$ cat config.mk
export PLATFORM = sky130hd
export DESIGN_NAME = mem_access_stage
export DESIGN_NICKNAME = d
export VERILOG_FILES = /design/src/rtl/mem_access_stage_pkg.sv /design/src/rtl/mem_access_stage_load_align.sv /design/src/rtl/mem_access_stage.sv
export SDC_FILE = /design/constraint.sdc
export NUM_CORES = 1
export LEC_CHECK = 0
export ABC_AREA = 1
export CAP_MARGIN = 25
export CORE_MARGIN = 2
export CORE_UTILIZATION = 40
export DETAILED_ROUTE_END_ITERATION = 6
export GPL_TIMING_DRIVEN = 0
export HOLD_SLACK_MARGIN = 0.05
export PLACE_DENSITY = 0.73
export SLEW_MARGIN = 20
export SYNTH_ARGS = -nofsm -noshare
export SYNTH_HDL_FRONTEND = slang
export SYNTH_SLANG_ARGS = --single-unit
$ cat constraint.sdc
create_clock -name clk -period 12.1 [get_ports clk]
set_input_delay 2.42 -clock clk [delete_from_list [all_inputs] [get_ports clk]]
set_output_delay 2.42 -clock clk [all_outputs]
set_load 0.005 [all_outputs]
$ cat src/rtl/mem_access_stage_pkg.sv
// Shared widths, load-op encodings and the EX->MEM bus layout for the MEM stage.
package mem_access_stage_pkg;

    localparam int SIDE_WD   = 62;
    localparam int ES_BUS_WD = SIDE_WD + 110;
    localparam int MS_BUS_WD = SIDE_WD + 74;

    localparam logic [2:0] LD_OP_LW   = 3'd0;
    localparam logic [2:0] LD_OP_LB   = 3'd1;
    localparam logic [2:0] LD_OP_LBU  = 3'd2;
    localparam logic [2:0] LD_OP_LH   = 3'd3;
    localparam logic [2:0] LD_OP_LHU  = 3'd4;
    localparam logic [2:0] LD_OP_LWL  = 3'd5;
    localparam logic [2:0] LD_OP_LWR  = 3'd6;
    localparam logic [2:0] LD_OP_NONE = 3'd7;

    typedef struct packed {
        logic [SIDE_WD-1:0] side;
        logic               ex;
        logic               ld_req;
        logic [2:0]         ld_op;
        logic [3:0]         gr_strb;
        logic [4:0]         dest;
        logic [31:0]        rt;
        logic [31:0]        alu_res;
        logic [31:0]        pc;
    } es_bus_t;

endpackage

$ cat src/rtl/mem_access_stage_load_align.sv
// Combinational load data alignment: byte/half select with sign/zero extend, lwl/lwr merge into rt.
module mem_access_stage_load_align
    import mem_access_stage_pkg::*;
(
    input  logic [2:0]  ld_op,
    input  logic [1:0]  offset,
    input  logic [31:0] rdata,
    input  logic [31:0] rt,
    output logic [31:0] result
);

    logic [7:0]  byte_sel;
    logic [15:0] half_sel;

    always_comb begin
        byte_sel = rdata[7:0];
        case (offset)
            2'd0: byte_sel = rdata[7:0];
            2'd1: byte_sel = rdata[15:8];
            2'd2: byte_sel = rdata[23:16];
            2'd3: byte_sel = rdata[31:24];
        endcase
    end

    assign half_sel = offset[1] ? rdata[31:16] : rdata[15:0];

    // lwl fills rt from the top down, lwr from the bottom up (little-endian)
    always_comb begin
        result = rdata;
        case (ld_op)
            LD_OP_LW:   result = rdata;
            LD_OP_NONE: result = rdata;
            LD_OP_LB:   result = {{24{byte_sel[7]}}, byte_sel};
            LD_OP_LBU:  result = {24'd0, byte_sel};
            LD_OP_LH:   result = {{16{half_sel[15]}}, half_sel};
            LD_OP_LHU:  result = {16'd0, half_sel};
            LD_OP_LWL: begin
                case (offset)
                    2'd0: result = {rdata[7:0],  rt[23:0]};
                    2'd1: result = {rdata[15:0], rt[15:0]};
                    2'd2: result = {rdata[23:0], rt[7:0]};
                    2'd3: result = rdata;
                endcase
            end
            LD_OP_LWR: begin
                case (offset)
                    2'd0: result = rdata;
                    2'd1: result = {rt[31:24], rdata[31:8]};
                    2'd2: result = {rt[31:16], rdata[31:16]};
                    2'd3: result = {rt[31:8],  rdata[31:24]};
                endcase
            end
        endcase
    end

endmodule

$ cat src/rtl/mem_access_stage.sv
// MEM pipeline stage: holds one instruction, waits for load data, buffers it under WB backpressure,
// and drops the late data_ok of a load that was flushed while waiting.
module mem_access_stage
    import mem_access_stage_pkg::*;
(
    input  logic                 clk,
    input  logic                 resetn,
    output logic                 ms_allowin,
    input  logic                 es_to_ms_valid,
    input  logic [ES_BUS_WD-1:0] es_to_ms_bus,
    input  logic                 ws_allowin,
    output logic                 ms_to_ws_valid,
    output logic [MS_BUS_WD-1:0] ms_to_ws_bus,
    input  logic                 data_sram_data_ok,
    input  logic [31:0]          data_sram_rdata,
    input  logic                 ws_do_flush,
    output logic                 ms_ex,
    output logic [4:0]           ms_fwd_dest,
    output logic [31:0]          ms_fwd_data,
    output logic                 ms_fwd_busy
);

    // Held-instruction view: IDLE = !ms_valid, WAIT = load without data, READY = buf_valid or data_ok.
    logic        ms_valid_q, ms_valid_d;
    logic        buf_valid_q, buf_valid_d;
    logic        drop_q, drop_d;
    logic [31:0] buf_rdata_q, buf_rdata_d;
    es_bus_t     bus_q, bus_d;
    es_bus_t     es_bus;

    logic        data_ok_live;
    logic        load_wait;
    logic        ready_go;
    logic        accept;
    logic [31:0] rdata_sel;
    logic [31:0] load_result;
    logic [31:0] final_result;

    assign es_bus       = es_to_ms_bus;
    assign data_ok_live = data_sram_data_ok & ~drop_q;
    assign load_wait    = bus_q.ld_req & ~bus_q.ex & ~buf_valid_q;
    assign ready_go     = bus_q.ex | ~bus_q.ld_req | buf_valid_q | data_ok_live;
    assign ms_allowin   = ~ms_valid_q | (ready_go & ws_allowin);
    assign accept       = ms_allowin & es_to_ms_valid;

    assign rdata_sel = buf_valid_q ? buf_rdata_q : data_sram_rdata;

    mem_access_stage_load_align u_load_align (
        .ld_op  (bus_q.ld_op),
        .offset (bus_q.alu_res[1:0]),
        .rdata  (rdata_sel),
        .rt     (bus_q.rt),
        .result (load_result)
    );

    assign final_result = (bus_q.ld_req & ~bus_q.ex) ? load_result : bus_q.alu_res;

    always_comb begin
        ms_valid_d  = ms_valid_q;
        buf_valid_d = buf_valid_q;
        buf_rdata_d = buf_rdata_q;
        drop_d      = drop_q;
        bus_d       = bus_q;

        if (accept) begin
            bus_d = es_bus;
        end

        if (ms_allowin) begin
            ms_valid_d  = es_to_ms_valid;
            buf_valid_d = 1'b0;
        end else if (ms_valid_q && load_wait && data_ok_live) begin
            buf_valid_d = 1'b1;
            buf_rdata_d = data_sram_rdata;
        end

        if (ws_do_flush) begin
            ms_valid_d  = 1'b0;
            buf_valid_d = 1'b0;
        end

        // A stale data_ok clears drop; a flush of a still-waiting load arms it (even on that same edge).
        if (drop_q && data_sram_data_ok) begin
            drop_d = 1'b0;
        end
        if (ws_do_flush && ms_valid_q && load_wait && !data_ok_live) begin
            drop_d = 1'b1;
        end
    end

    always_ff @(posedge clk) begin
        if (!resetn) begin
            ms_valid_q  <= 1'b0;
            buf_valid_q <= 1'b0;
            drop_q      <= 1'b0;
        end else begin
            ms_valid_q  <= ms_valid_d;
            buf_valid_q <= buf_valid_d;
            drop_q      <= drop_d;
        end
    end

    always_ff @(posedge clk) begin
        bus_q       <= bus_d;
        buf_rdata_q <= buf_rdata_d;
    end

    assign ms_to_ws_valid = ms_valid_q & ready_go;
    assign ms_to_ws_bus   = {bus_q.side, bus_q.ex, bus_q.gr_strb, bus_q.dest, final_result, bus_q.pc};
    assign ms_ex          = ms_valid_q & bus_q.ex;
    assign ms_fwd_dest    = (ms_valid_q && (bus_q.gr_strb != 4'd0)) ? bus_q.dest : 5'd0;
    assign ms_fwd_data    = final_result;
    assign ms_fwd_busy    = ms_valid_q & load_wait & ~data_ok_live;

endmodule

==> results.json, run 1 <==
{
  "gp_congestion": 0.9690,
  "required_ns": 9.68,
  "grt_setup_unrepaired": "false",
  "whs_path_depth": 2,
  "finalHoldViolCount": 0,
  "cts_buffer_depth": 3,
  "postCtsSetupBuffers": 0,
  "crit_path_max_fanout": 6,
  "status": "finished, final reports clean",
  "r2r-start": "buf_valid_q$_SDFFE_PP0P_",
  "rr_endpoint": "ms_to_ws_bus[120]$_DFFE_PP_",
  "synth_area_leader_cell": "edfxtp_1",
  "ys_warn_count": 0,
  "dp_cells": 1798,
  "via_per_inst": 4.972,
  "stdcell_count": 1840,
  "netlist_area_sq_um": 10480,
  "ctsHtreeMaxLevel": 1,
  "synth_top_area_share_pct": 58.48,
  "antenna_found_initial": 0,
  "final_cell_mix": "386 x clkdlybuf4s50_1, 351 x nand2_1, 204 x edfxtp_1",
  "crit_buf_inv": 3,
  "area_growth_pct": 49.49,
  "worstPathCellList": "clkdlybuf4s50_1 -> nand2_1 -> nand2_1 -> nand2_1 -> nand2_1 -> a21oi_2 -> nand2_2 -> o21ai_1 -> nand2_1 -> buf_4 -> clkdlybuf4s50_1",
  "synth_seq_area_share_pct": 59.05,
  "placement.io_buffers": 386,
  "synth_cells": 1069,
  "critPathTopFamily": "buffers and inverters",
  "grt_pass1_wl_microns": 55150,
  "worst_skew_pair.late_latency_ns": 0.54,
  "grt_start_max_net_pins": 29,
  "syn_area_per_cell_sq_um": 9.799,
  "hp-class": "reg2reg",
  "tritoncts": "yes",
  "hpwl_microns": 28390,
  "slowest_delay_ns": 0.48,
  "grt_usage_pct": 26.48,
  "crit_path_end_kind": "output pin",
  "holdPathEnd": "drop_q$_SDFFE_PN0P_",
  "cts_made_buffers": 24,
  "die_width_microns": 165.8,
  "cts_resized": 0,
  "nets": 1699,
  "final_common_cell": "clkdlybuf4s50_1",
  "start_util_pct": 40.43,
  "critPathLaunchType": "input pin",
  "finClkSkew_ns": 0.01465,
  "syn_nets": 1279,
  "fin_crit_sh_pct": 61.38,
  "cellPowerDensity_nw_per_um2": 119.3,
  "hold_buffers": 0,
  "setup_tns_ns": 0,
  "finalWorstPathRequiredPeriod_ns": 7.427,
  "drc": 0,
  "yosys-top-cells-area": "edfxtp_1 58%, nand2_1 13%, buf_4 10%",
  "critical_path_class": "in2out",
  "clockRootBuffer": "clkbuf_16",
  "num_antenna_cells": 0,
  "reg2reg_slack_ns": 9.32,
  "fmax_mhz": 134.6,
  "postLayoutCoreUtil_pct": 60.43,
  "rows": 59,
  "grt-ovfl-total": 0,
  "drive_gt1_share_pct": 15.42,
  "maxCapViolations": 0,
  "slowest_stage": "a21oi_2",
  "core_area_sq_um": 25910,
  "maxSlewViolCount": 0,
  "synth_cell_type_count": 33,
  "clkTransAtPathRegs_ns": 0.06,
  "crit_arrival_ns": 5.01,
  "vias": 9148,
  "worst_pin_slew_ns": 0.9674,
  "grt_pass1_vias": 9106,
  "dieArea_sq_um": 27500,
  "die_y_microns": 165.8,
  "cpMostUsedCell": "nand2_1",
  "top_level_ports": 387,
  "drtIter0Drc": 829,
  "p_leak_nw": 6.383,
  "ys_ff_latch": 207,
  "hold_start": "drop_q$_SDFFE_PN0P_",
  "setup_viol": 0,
  "vdd_drop_max_v": 0.0001312,
  "drt-wirelength-per-cell_microns": 20.15,
  "max_slew_margin_pct": 34.66,
  "dr.pass1.iters": 5,
  "ant_nets": 0,
  "cts_sinks": 207,
  "wirelength_microns": 37080,
  "worstRegToRegCells": 10
}
## synthesized netlist by cell type
cell type    n
a21oi_1     36
a21oi_2      2
a31oi_1     14
and2_1       3
buf_1        1
buf_2       13
buf_4      140
buf_6        9
clkbuf_1    11
clkinv_1     2
dfxtp_1      3
edfxtp_1   204
inv_1       38
inv_2       15
inv_4        1
nand2_1    351
nand2_2      2
nand2_4      5
nand3_1     53
nand3_2      3
nand3_4      2
nand3b_1     1
nand4_1     17
nor2_1      65
nor2_4       3
nor3_1       1
o211ai_1     6
o21ai_0     36
o21ai_1     28
o21ai_2      1
o31ai_1      1
o41ai_1      1
or2_0        1
## cells by family (layout without fill, tap and decap cells)
kind of cell	count (synthesis)	in the layout	share of synthesized area [%]
and+or+nand+nor	507	507	20.41
buffers and inverters	230	666	14.08
DFF	207	207	59.05
AOI/OAI and AO/OA	125	125	6.450
## per-layer routing
metal  up-vias  wire (microns)  global-route usage, %
met2       535           17830                  44.31
met1      4218           13840                  32.13
met4         0            1743                  12.29
met3        88            3663                  6.911
met5         -               0                      0
li1       4307               -                      -
## report_power, final
part           total (W)  internal, W  switching, W
Clock           0.000646     0.000363      0.000283
Sequential      0.000845     0.000832     0.0000138
Combinational   0.000377     0.000211      0.000165
Total            0.00187      0.00141      0.000462
## tightest hold or removal path: cells and delay by family (launching register included)
family	cells	cell delay, ns
flip-flops	1	0.32
AND/OR/NAND/NOR	1	0.06
AO/OA/AOI/OAI	1	0.05
## worst max path at each step
stage	from	cells after the start	slack [ns]	to
2_1_floorplan	data_sram_data_ok	4	1.51	bus_q[105]$_DFFE_PP_
3_3_place_gp	data_sram_data_ok	5	-2.20	ms_to_ws_bus[109]$_DFFE_PP_
3_5_place_dp	data_sram_rdata[15]	11	4.68	ms_to_ws_bus[49]
4_1_cts	data_sram_rdata[15]	11	4.67	ms_to_ws_bus[49]
5_1_grt	data_sram_rdata[31]	11	4.56	ms_to_ws_bus[49]
6_report	data_sram_rdata[15]	11	4.67	ms_to_ws_bus[50]
## final cells by class
type                            instances  area [sq um]
Multi-Input combinational cell        632          2829
Clock buffer                           30         623.1
Clock inverter                         12         72.57
Inverter                               56         212.7
Fill cell                            2208         10250
Buffer                                174          1262
Tap cell                              335         419.2
Sequential cell                       207          6186
Timing Repair Buffer                  394          4054
## registers in the layout, summed over array words and instances (netlist names)
register,flops
buf_valid_q,1
ms_to_ws_bus,104
bus_q,68
buf_rdata_q,32
drop_q,1
ms_valid_q,1
## metrics by stage
step	power, W	hold slack, ns	worst slack [ns]	area, sq um
2_1_floorplan	0.001019	0.4538	1.508	10480
3_3_place_gp	0.001233	0.4670	-2.199	14760
3_5_place_dp	0.001234	0.4745	4.679	14960
4_1_cts	0.001883	0.4831	4.674	15660
5_1_grt	0.001939	0.4973	4.563	15660
6_report	0.001868	0.4828	4.673	15660
(Power assumes the default switching activity.)
==> inputs of run 2 (changes only) <==
Settings changed: PLACE_DENSITY 0.73 to 0.76.
Clock period 12.1 ns to 6.42 ns, I/O delays scaled along.
==> results.json, run 2 (synthesis gave the netlist of run 1 again) <==
{
  "status": "finished, final reports clean",
  "worst_skew_pair.late_latency_ns": 0.54,
  "grt_pass1_wl_microns": 55550,
  "finClkSkew_ns": 0.01314,
  "slowest_stage": "clkdlybuf4s50_1",
  "tritoncts": "yes",
  "hold_ws_ns": 0.4810,
  "top_level_ports": 387,
  "fin_crit_sh_pct": 79.86,
  "start_util_pct": 40.43,
  "drtIter0Drc": 746,
  "crit_arrival_ns": 3.84,
  "largest_reg_flops": 104,
  "finalWorstPathRequiredPeriod_ns": 5.127,
  "dieArea_sq_um": 27500,
  "gr-max-usage-layer": "met2",
  "setup_viol": 0,
  "ant_nets": 0,
  "stdcell_count": 1840,
  "gp_congestion": 0.9787,
  "worst_pin_slew_ns": 0.8894,
  "critPathTopFamily": "buffers and inverters",
  "rows": 59,
  "vdd_drop_max_v": 0.0002230,
  "drive_gt1_share_pct": 15.81,
  "grt_usage_pct": 26.57,
  "fmax_mhz": 195.0,
  "vias": 9132,
  "hp-class": "reg2reg",
  "p_switching_w": 0.0008737,
  "die_width_microns": 165.8,
  "core_area_sq_um": 25910,
  "die_y_microns": 165.8,
  "crit_buf_inv": 3,
  "cts_made_buffers": 24,
  "final_common_cell": "clkdlybuf4s50_1",
  "switching_share_pct": 23.93,
  "drt-wirelength-per-cell_microns": 20.20,
  "grt-ovfl-total": 0,
  "grt_use_met1_pct": 31.59,
  "drc": 0,
  "cts_sinks": 207,
  "power_frac_comb_pct": 19.5,
  "via_per_inst": 4.963,
  "hpwl_microns": 28360,
  "antenna_found_initial": 0,
  "slowest_delay_ns": 0.44,
  "num_antenna_cells": 0,
  "placement.io_buffers": 386,
  "postCtsSetupBuffers": 0,
  "seqPwrFrac_pct": 43.6,
  "clockPowerShare_pct": 36.9,
  "grt_start_max_net_pins": 28,
  "grt_setup_unrepaired": "false",
  "setup_tns_ns": 0,
  "pre_cts_ws_ns": 1.304,
  "maxSlewViolCount": 0,
  "max_slew_margin_pct": 40.31,
  "cts_buffer_depth": 3,
  "hold_buffers": 0,
  "cellPowerDensity_nw_per_um2": 231.7,
  "finalHoldViolCount": 0,
  "p_leak_nw": 6.434,
  "fillers": 2178,
  "wirelength_microns": 37180,
  "dr.pass1.iters": 6,
  "cts_resized": 0,
  "clockRootBuffer": "clkbuf_16",
  "crit_path_max_fanout": 6,
  "critical_path_class": "in2out",
  "grt_pass1_vias": 9128,
  "worstPathCellList": "clkdlybuf4s50_1 -> nand2_1 -> nand2_1 -> nand2_1 -> nand2_1 -> a21oi_2 -> nand2_2 -> o21ai_1 -> nand2_1 -> buf_4 -> clkdlybuf4s50_1",
  "maxCapViolations": 0,
  "ctsHtreeMaxLevel": 1,
  "fin_ws_ns": 1.293,
  "use_met2_pct": 46.73,
  "nets": 1699,
  "dp_cells": 1798,
  "cpMostUsedCell": "nand2_1",
  "crit_path_end_kind": "output pin",
  "clkTransAtPathRegs_ns": 0.05,
  "required_ns": 5.14,
  "area_growth_pct": 50.42,
  "use_met3_pct": 6.506,
  "critPathLaunchType": "input pin",
  "final_cell_mix": "386 x clkdlybuf4s50_1, 351 x nand2_1, 204 x edfxtp_1",
  "internal-power_w": 0.002777
}
==> run 2: cell count changes in the layout (fill, tap and decap cells not counted), sizes merged <==
cell / delta
bufinv: +3
clkinv: -4
clkbuf: +1
==> run 2: layout make-up <==
cell class | count | area, sq um | area share [%]
plain buffers | 174 | 1262 | 8.012
clock buffers | 31 | 626.9 | 3.978
clock inverters | 11 | 151.4 | 0.9608
well taps | 335 | 419.2 | 2.660
flip-flops and latches | 207 | 6186 | 39.26
multi-input cells | 632 | 2829 | 17.95
repair buffers | 394 | 4069 | 25.82
inverters | 56 | 212.7 | 1.350
==> run 2: final timing paths <==
kind                                          startpoint                         end  slack (ns)  cells past startpoint
worst max-delay path                 data_sram_rdata[15]            ms_to_ws_bus[56]        1.29                     11
worst min-delay path                 drop_q$_SDFFE_PN0P_         drop_q$_SDFFE_PN0P_        0.48                      2
worst max register to register  buf_valid_q$_SDFFE_PP0P_  ms_to_ws_bus[86]$_DFFE_PP_        3.28                     11
worst min register to register       drop_q$_SDFFE_PN0P_         drop_q$_SDFFE_PN0P_        0.48                      2
==> run 2: layer usage <==
metal | up-vias | wire length, microns | share of wire [%]
met5 | - | 0 | 0
met4 | 0 | 1498 | 4.0
met3 | 86 | 3384 | 9.1
met2 | 485 | 18700 | 50
met1 | 4258 | 13590 | 37
li1 | 4303 | - | -
==> run 2: metrics by stage <==
step                      area (sq um)  utilization (%)  power, W
after detailed placement         14980            57.81  0.002327
final                            15760            60.81  0.003651
after global routing             15760            60.81  0.003784
after floorplan                  10480                -  0.001910
after CTS                        15760            60.81  0.003684
after global placement           14770            56.98  0.002305
==> run 2: worst reg2reg max path: stages, from the launching register on <==
cell and delay (ns):
dfxtp_1 0.38, buf_4 0.23, buf_2 0.29, nor2_1 0.10
o21ai_1 0.13, a21oi_1 0.17, nor2_4 0.48, buf_16 0.23
buf_16 0.20, buf_12 0.22, buf_16 0.20, buf_16 0.20
==> run 2: power by group through the flow <==
stage | Clock (W) | Sequential (W) | Combinational (W)
finish | 0.00135 | 0.00159 | 0.000711
global route | 0.00143 | 0.00160 | 0.000759
CTS | 0.00138 | 0.00159 | 0.000709
detailed placement | 0 | 0.00162 | 0.000705
global placement | 0 | 0.00163 | 0.000679
floorplan | 0 | 0.00162 | 0.000293
==> inputs of run 3 (changes only) <==
Settings changed: PLACE_DENSITY 0.76 to 0.73.
Clock period 6.42 ns to 4.8 ns, I/O delays scaled along.
==> results.json, run 3 (synthesis gave the netlist of run 1 again) <==
{
  "worstRegToRegCells": 10,
  "crit_path_max_fanout": 6,
  "num_antenna_cells": 0,
  "cpMostUsedCell": "nand2_1",
  "setup_tns_ns": 0,
  "worst_pin_slew_ns": 0.9465,
  "grt-ovfl-total": 0,
  "rr_endpoint": "ms_to_ws_bus[123]$_DFFE_PP_",
  "fmax_mhz": 222.6,
  "clkTransAtPathRegs_ns": 0.06,
  "hold_ws_ns": 0.5027,
  "hp-class": "reg2reg",
  "wirelength_microns": 37660,
  "ctsHtreeMaxLevel": 1,
  "largest_reg_flops": 104,
  "cts_made_buffers": 23,
  "placement.io_buffers": 386,
  "drtIter0Drc": 676,
  "dr.pass1.iters": 6,
  "critical_path_class": "in2out",
  "final_cell_mix": "386 x clkdlybuf4s50_1, 351 x nand2_1, 204 x edfxtp_1",
  "postLayoutCoreUtil_pct": 60.51,
  "antenna_found_initial": 1,
  "finalHoldViolCount": 0,
  "cts_buffer_depth": 3,
  "cts_sinks": 207,
  "slowest_stage": "clkdlybuf4s50_1",
  "pre_cts_ws_ns": 0.3292,
  "clockRootBuffer": "clkbuf_16",
  "vias": 9163,
  "critPathLaunchType": "input pin",
  "drt-wirelength-per-cell_microns": 20.48,
  "finalPower_w": 0.004820,
  "hpwl_microns": 28990,
  "maxCapViolations": 0,
  "p_leak_nw": 6.402,
  "maxSlewViolCount": 0,
  "die_y_microns": 165.8,
  "rows": 59,
  "cts_resized": 0,
  "area_growth_pct": 49.69,
  "gp_congestion": 0.9729,
  "grt_usage_pct": 26.71,
  "drive_gt1_share_pct": 15.76,
  "crit_start": "data_sram_rdata[31]",
  "finalWorstPathRequiredPeriod_ns": 4.492,
  "drc": 0,
  "grt_start_max_net_pins": 30,
  "finClkSkew_ns": 0.005428,
  "dieArea_sq_um": 27500,
  "final_common_cell": "clkdlybuf4s50_1",
  "crit_path_end_kind": "output pin",
  "setup_viol": 0,
  "tritoncts": "yes",
  "postCtsSetupBuffers": 0,
  "grt_setup_unrepaired": "false",
  "grt_pass1_vias": 9125,
  "die_width_microns": 165.8,
  "top_level_ports": 387,
  "core_area_sq_um": 25910,
  "max_slew_margin_pct": 36.07,
  "crit_path_end": "ms_to_ws_bus[63]",
  "reg2reg_slack_ns": 1.65,
  "hold_buffers": 0,
  "slowest_delay_ns": 0.43,
  "required_ns": 3.84,
  "crit_arrival_ns": 3.53,
  "fin_crit_sh_pct": 93.59,
  "via_per_inst": 4.983,
  "vdd_drop_max_v": 0.0003087,
  "fin_ws_ns": 0.3077,
  "cellPowerDensity_nw_per_um2": 307.4,
  "nets": 1697,
  "start_util_pct": 40.43,
  "ant_nets": 0,
  "fillers": 2231,
  "r2r-start": "buf_valid_q$_SDFFE_PP0P_",
  "status": "finished, final reports clean",
  "worst_skew_pair.late_latency_ns": 0.53,
  "worstPathCellList": "clkdlybuf4s50_1 -> nand2_1 -> nand2_1 -> nand2_1 -> nand2_1 -> a21oi_2 -> nand2_2 -> o21ai_1 -> nand2_1 -> buf_4 -> clkdlybuf4s50_1",
  "grt_pass1_wl_microns": 55370
}
## run 3: cell types whose count changed in the layout (fill, tap and decap cells not counted), sizes merged
cell    previous run  this run
clkinv            10         9
clkbuf            42        43
buf              171       170
inv               54        55
bufinv             3         2
## run 3: layout make-up
cell class              instances  area [sq um]  share of cell area, %
flip-flops and latches        207          6186                  39.45
clock buffers                  32         629.4                  4.014
multi-input cells             632          2829                  18.04
plain buffers                 174          1262                  8.051
inverters                      56         212.7                  1.357
repair buffers                393          4026                  25.68
well taps                     335         419.2                  2.673
clock inverters                10         115.1                 0.7341
## run 3: critical path: cells and delay by family
kind                   cells  cell delay, ns
buffers and inverters      3            1.00
AND/OR/NAND/NOR            6            0.85
AO/OA/AOI/OAI              2            0.70
## run 3: where the power goes
part	switching (W)	internal (W)
Sequential	0.0000348	0.00210
Combinational	0.000418	0.000530
Clock	0.000714	0.00103
## run 3: stage by stage
step                area, sq um  instances
global placement          14770       1790
detailed placement        14940       1797
CTS                       15680       1839
floorplan                 10480       1069
finish                    15680       1839
global route              15680       1839
## run 3: how the worst min path moves through the flow
stage | startpoint | endpoint | slack [ns] | depth (start not counted)
after CTS | drop_q$_SDFFE_PN0P_ | drop_q$_SDFFE_PN0P_ | 0.49 | 2
after floorplan | drop_q$_SDFFE_PN0P_ | drop_q$_SDFFE_PN0P_ | 0.45 | 2
after global routing | drop_q$_SDFFE_PN0P_ | drop_q$_SDFFE_PN0P_ | 0.53 | 2
after global placement | drop_q$_SDFFE_PN0P_ | drop_q$_SDFFE_PN0P_ | 0.47 | 2
final | drop_q$_SDFFE_PN0P_ | drop_q$_SDFFE_PN0P_ | 0.50 | 2
after detailed placement | drop_q$_SDFFE_PN0P_ | drop_q$_SDFFE_PN0P_ | 0.49 | 2
## run 3: routing by layer
metal / track usage (%) / part of all wire, % / wire, microns
met1: 30.87 / 36 / 13620
met2: 47.75 / 51 / 19100
met3: 7.388 / 9.5 / 3588
met4: 8.960 / 3.5 / 1333
met5: 0 / 0.042 / 16
